`config.mk`:
```
export PLATFORM = sky130hd
export DESIGN_NAME = j1_wb_master
export DESIGN_NICKNAME = d
export VERILOG_FILES = /design/src/rtl/j1_wb_pkg.sv /design/src/rtl/wb_timeout.sv /design/src/rtl/j1_wb_master.sv
export SDC_FILE = /design/constraint.sdc
export NUM_CORES = 1
export LEC_CHECK = 0
export CAP_MARGIN = 25
export CORE_MARGIN = 4
export CORE_UTILIZATION = 35
export DETAILED_ROUTE_END_ITERATION = 8
export GPL_TIMING_DRIVEN = 1
export PLACE_DENSITY = 0.7
export SLEW_MARGIN = 20
export SYNTH_ARGS = -nofsm -noshare
export SYNTH_HDL_FRONTEND = slang
export SYNTH_SLANG_ARGS = --single-unit
```
`constraint.sdc`:
```
create_clock -name clk -period 2.7 [get_ports clk]
set_input_delay 0.27 -clock clk [delete_from_list [all_inputs] [get_ports clk]]
set_output_delay 0.27 -clock clk [all_outputs]
set_load 0.03 [all_outputs]
```
`src/rtl/j1_wb_pkg.sv`:
```
// Shared types and constants for the J1 data-port to Wishbone bridge.
// Holds the bridge FSM encoding, default bus widths and the timeout counter sizing helper.
package j1_wb_pkg;

    typedef enum logic [1:0] {
        IDLE = 2'd0,
        REQ  = 2'd1,
        WAIT = 2'd2,
        DONE = 2'd3
    } state_t;

    localparam int DEF_AW = 16;
    localparam int DEF_DW = 16;

    // Width needed to count up to TIMEOUT; never narrower than one bit.
    function automatic int tmo_width(input int t);
        if (t < 1) return 1;
        return $clog2(t + 1);
    endfunction

endpackage

```
`src/rtl/wb_timeout.sv`:
```
// Bus-cycle watchdog: counts cycles while enabled and flags when a cycle has used its budget.
// Latency: expired is combinational from the count, asserted in the TIMEOUT-th enabled cycle.
// Backpressure: none; clr has priority over en, and the count holds once the limit is reached.
module wb_timeout
    import j1_wb_pkg::*;
#(
    parameter int TIMEOUT = 255
) (
    input  logic clk,
    input  logic rst_n,
    input  logic clr,
    input  logic en,
    output logic expired
);

    localparam int CW = tmo_width(TIMEOUT);

    generate
        if (TIMEOUT == 0) begin : g_off
            logic unused_in;
            assign unused_in = ^{clk, rst_n, clr, en};
            assign expired   = 1'b0;
        end else begin : g_on
            // The count starts at 0 in the first enabled cycle, so TIMEOUT-1 marks the last one.
            localparam logic [CW-1:0] LAST = CW'(TIMEOUT - 1);
            logic [CW-1:0] cnt;

            always_ff @(posedge clk or negedge rst_n) begin
                if (!rst_n) begin
                    cnt <= '0;
                end else if (clr) begin
                    cnt <= '0;
                end else if (en && (cnt != LAST)) begin
                    cnt <= cnt + 1'b1;
                end
            end

            assign expired = en && (cnt == LAST);
        end
    endgenerate

endmodule

```
`src/rtl/j1_wb_master.sv`:
```
// Bridges one held J1 data/IO request into a single pipelined Wishbone cycle.
// Latency: 3 cycles to cpu_ack with a registered-ack slave, plus one cycle per stall cycle.
// Backpressure: wb_stall_i holds the strobe; a watchdog or wb_err_i ends hung or faulted cycles.
module j1_wb_master
    import j1_wb_pkg::*;
#(
    parameter int AW      = DEF_AW,
    parameter int DW      = DEF_DW,
    parameter int TIMEOUT = 255
) (
    input  logic          clk,
    input  logic          rst_n,
    input  logic          cpu_req,
    input  logic          cpu_we,
    input  logic [AW-1:0] cpu_adr,
    input  logic [DW-1:0] cpu_wdat,
    output logic          cpu_ack,
    output logic          cpu_err,
    output logic [DW-1:0] cpu_rdat,
    output logic          wb_cyc_o,
    output logic          wb_stb_o,
    output logic          wb_we_o,
    output logic [AW-1:0] wb_adr_o,
    output logic [DW-1:0] wb_dat_o,
    input  logic [DW-1:0] wb_dat_i,
    input  logic          wb_ack_i,
    input  logic          wb_stall_i,
    input  logic          wb_err_i
);

    state_t state, state_nxt;
    logic   lat_req;
    logic   fin;
    logic   fin_err;
    logic   tmo_clr;
    logic   tmo_en;
    logic   tmo_exp;
    logic   err_q;

    assign tmo_en = (state == REQ) || (state == WAIT);

    wb_timeout #(
        .TIMEOUT(TIMEOUT)
    ) u_tmo (
        .clk     (clk),
        .rst_n   (rst_n),
        .clr     (tmo_clr),
        .en      (tmo_en),
        .expired (tmo_exp)
    );

    always_ff @(posedge clk or negedge rst_n) begin
        if (!rst_n) begin
            state <= IDLE;
        end else begin
            state <= state_nxt;
        end
    end

    // Completion priority: slave error, then ack, then watchdog. Ack/err only count once the
    // strobe has been accepted (stall low).
    always_comb begin
        state_nxt = state;
        lat_req   = 1'b0;
        tmo_clr   = 1'b0;
        fin       = 1'b0;
        fin_err   = 1'b0;
        case (state)
            IDLE: begin
                if (cpu_req) begin
                    lat_req   = 1'b1;
                    tmo_clr   = 1'b1;
                    state_nxt = REQ;
                end
            end
            REQ: begin
                if (!wb_stall_i && wb_err_i) begin
                    fin     = 1'b1;
                    fin_err = 1'b1;
                end else if (!wb_stall_i && wb_ack_i) begin
                    fin = 1'b1;
                end else if (tmo_exp) begin
                    fin     = 1'b1;
                    fin_err = 1'b1;
                end else if (!wb_stall_i) begin
                    state_nxt = WAIT;
                end
            end
            WAIT: begin
                if (wb_err_i) begin
                    fin     = 1'b1;
                    fin_err = 1'b1;
                end else if (wb_ack_i) begin
                    fin = 1'b1;
                end else if (tmo_exp) begin
                    fin     = 1'b1;
                    fin_err = 1'b1;
                end
            end
            DONE: begin
                state_nxt = IDLE;
            end
            default: begin
                state_nxt = IDLE;
            end
        endcase
        if (fin) begin
            state_nxt = DONE;
        end
    end

    always_ff @(posedge clk or negedge rst_n) begin
        if (!rst_n) begin
            wb_we_o  <= 1'b0;
            wb_adr_o <= '0;
            wb_dat_o <= '0;
            cpu_rdat <= '0;
            err_q    <= 1'b0;
        end else begin
            if (lat_req) begin
                wb_we_o  <= cpu_we;
                wb_adr_o <= cpu_adr;
                wb_dat_o <= cpu_wdat;
            end
            if (fin) begin
                err_q <= fin_err;
                if (fin_err) begin
                    cpu_rdat <= '0;
                end else if (!wb_we_o) begin
                    cpu_rdat <= wb_dat_i;
                end
            end
        end
    end

    assign wb_cyc_o = (state == REQ) || (state == WAIT);
    assign wb_stb_o = (state == REQ);
    assign cpu_ack  = (state == DONE);
    assign cpu_err  = cpu_ack && err_q;

endmodule

```
==> flow_summary_export.csv <==
group,metric,value,unit
outcome,outcome,"finished, final reports clean",
timing,final.setup.worst_slack,502.6,ps
logic_synthesis,synth_commonest_cells,"nand2_1 (102), dfrtp_1 (60), nand4b_1 (16), o2bb2ai_1 (16), clkbuf_1 (10)",
logic_synthesis,ys_warn_count,0,
setup_path,r2r_start,"state[0]",
grt,grt_max_degree,34,
floorplanning,pin_count,108,
floorplanning,die_y,96.16,um
final_layout,diodes,0,
clocking,cts_made_buffers,9,
detailed_routing,route.met3.wl,541,um
floorplanning,start_util,0.3672,
clocking,clkTransAtPathRegs,70,ps
final_layout,stdcell_area,0.004098,mm^2
detailed_routing,wl_met1,3072,um
clocking,ctsResizeCount,0,
clocking,postCtsHoldBufs,0,
pwr,power.leakage,1.813,nW
setup_path,rrSetupSlack,600,ps
logic_synthesis,synth-edff-count,0,
timing,fin_worst_skew,11.42,ps
logic_synthesis,synth_area_leader_cell,"dfrtp_1",
pwr,vdd.ir_drop.worst,0.6041,mV
detailed_routing,drc,0,
logic_synthesis,synth.area.top_cells,"dfrtp_1 (55%), nand2_1 (14%), nand4b_1 (5.2%)",
grt,grt_pass1_vias,2416,
detailed_routing,highest_layer,"met4",
clocking,cts-root-buf,"clkbuf_8",
logic_synthesis,synth_most_common_cell,"nand2_1",
timing,fin_crit_sh,0.8138,
grt,grt_pass1_wl,11350,um
floorplanning,coreArea,0.007408,mm^2
final_layout,nets,445,
clocking,clk_latency,320,ps
setup_path,path_cells,"inv_1 > ha_1 > clkdlybuf4s50_1",
job,drv_cap,0,
detailed_routing,vias,2367,
hold_path,hp-class,"in -> async",
final_layout,instances_no_fill,487,
detailed_routing,via_per_inst,4.860,
setup_path,cp_slowest_cell,"clkdlybuf4s50_1",
timing,hold_viol_final,0,
logic_synthesis,synth_area,0.002720,mm^2
clocking,h-tree-depth,3,
setup_path,cp-end-kind,"primary output",
place,place_inst,472,
place,gp_congestion,0.7739,
logic_synthesis,synth_area_per_cell,9.891,um^2
setup_path,crit_family,"buffers and inverters",
floorplanning,die_area,0.009246,mm^2
logic_synthesis,ys_ff_latch,60,
timing,finalCriticalPeriod,2197,ps
timing,holdWs,14.55,ps
detailed_routing,ant_nets,0,
pwr,cellPowerDensity,1220,mW/mm^2
pwr,finalPower,4.997,mW
clocking,clockBufferDepth,2,
setup_path,arrival,1930,ps
setup_path,critPathBufInv,2,
timing,tightest_slew,740.3,ps
final_layout,drive_gt1_frac,0.07474,
logic_synthesis,synth_cell_types,34,
setup_path,crit_type,"reg -> out",
place,dp_slack,601.9,ps
logic_synthesis,synth_cells,275,
grt,grt_use_total,0.1572,
setup_path,worstPathRequired,2430,ps
logic_synthesis,yosysSeqAreaShare,0.5520,
timing,fmax,0.4551,GHz
place,postPlaceCellArea,0.003874,mm^2
detailed_routing,wl_met2,3340,um
logic_synthesis,synthFlopType,"dfrtp_1",
place,place.detailed.hpwl,5080,um
detailed_routing,drt_iter0_drc,87,
detailed_routing,drtPass1Iterations,4,
detailed_routing,wl,7037,um
setup_path,start_kind,"flop",
clocking,cts_tree,"built",
final_layout,nFillCells,657,
final_layout,postLayoutCoreUtil,0.5531,
timing,setup_viol,0,
setup_path,crit_start,"state[0]",
timing,max_slew_margin,0.5065,
grt,antenna_found_initial,0,
grt,grt-ovfl-total,0,
timing,setup_tns,0,ps
place,portBuffers,107,
clocking,post-cts-setup-buffers,0,
timing,maxSlewViolCount,0,
setup_path,cp_slowest_stage_delay,740,ps
clocking,cts_num_sinks,60,
logic_synthesis,synth-async-reset-ratio,1.000,
floorplanning,num_rows,31,
timing,rsz0062_at_grt,"no",
final_layout,area_growth_syn_to_layout,50.64,%
logic_synthesis,syn_nets,336,
floorplanning,die_w,96.16,um
logic_synthesis,netlist.area_leader.share,0.5520,
setup_path,worstPathMaxFanout,7,
detailed_routing,wire_per_inst,14.45,um
==> power breakdown <==
group / leakage (nW) / switching [mW] / total, mW / internal (mW)
clock network: 0.111 / 0.342 / 0.906 / 0.564
registers: 0.763 / 0.246 / 1.52 / 1.27
logic: 0.939 / 1.50 / 2.57 / 1.07
==> per-layer routing <==
layer | vias to the layer above | GRT usage
met5 | - | 0
li1 | 1157 | -
met3 | 9 | 0.04691
met2 | 73 | 0.2467
met1 | 1128 | 0.2044
met4 | 0 | 0.05806
==> cells in the final DEF (no fill, tap or decap) <==
cell type	instances
inv_1	5
buf_2	1
xnor2_1	2
ha_1	6
clkbuf_8	11
and3_1	1
o221a_2	1
nand4_1	2
nand3_4	1
o21ai_0	6
buf_4	7
bufinv_16	2
nor2_1	6
xor2_1	1
clkdlybuf4s50_1	106
clkinvlp_4	1
dfrtp_1	60
a21oi_1	7
clkinv_2	1
nor3_1	3
and2_1	2
o311ai_4	1
nor2b_1	1
nand2_2	1
or2_1	1
o21ai_1	3
nand2_1	102
a21boi_2	1
o211ai_1	2
o2bb2ai_1	16
mux2_1	1
nand4b_1	16
o2111ai_1	1
o22ai_4	1
nand3_1	2
o21a_1	3
or3_1	4
==> flip-flops by register name (all words and copies together) (netlist names) <==
register and flops:
err_q 1, wb_adr_o 16, cpu_rdat 16, wb_we_o 1
wb_dat_o 16, state 2, u_tmo.g_on.cnt 8
==> logic make-up (layout without fill, tap and decap cells) <==
family	Yosys count	after routing	synth area share
AOI/OAI and AO/OA	42	42	0.1233
xor gates and xnor gates	3	3	0.009661
adders and majority gates	6	6	0.02760
buffers and inverters	21	134	0.03956
DFF	60	60	0.5520
muxes	1	1	0.004140
and+or+nand+nor	142	142	0.2438
==> cell type report <==
type | instances | area, um^2 | share of cell area
tap | 99 | 123.9 | 0.03023
clock buffer | 11 | 151.4 | 0.03695
clock inverter | 4 | 72.57 | 0.01771
timing repair buffer | 114 | 1119 | 0.2730
sequential | 60 | 1501 | 0.3664
multi-input combinational | 194 | 1111 | 0.2711
inverter | 5 | 18.77 | 0.004580
==> final timing paths <==
path | cells after the start | end
max | 3 | wb_cyc_o
min | 1 | wb_dat_o[2]
max reg2reg | 6 | err_q
min reg2reg | 2 | wb_dat_o[14]
max in group asynchronous | 2 | wb_dat_o[6]
min in group clk | 3 | wb_dat_o[12]
Note: power is estimated with default switching activity, not from simulation.
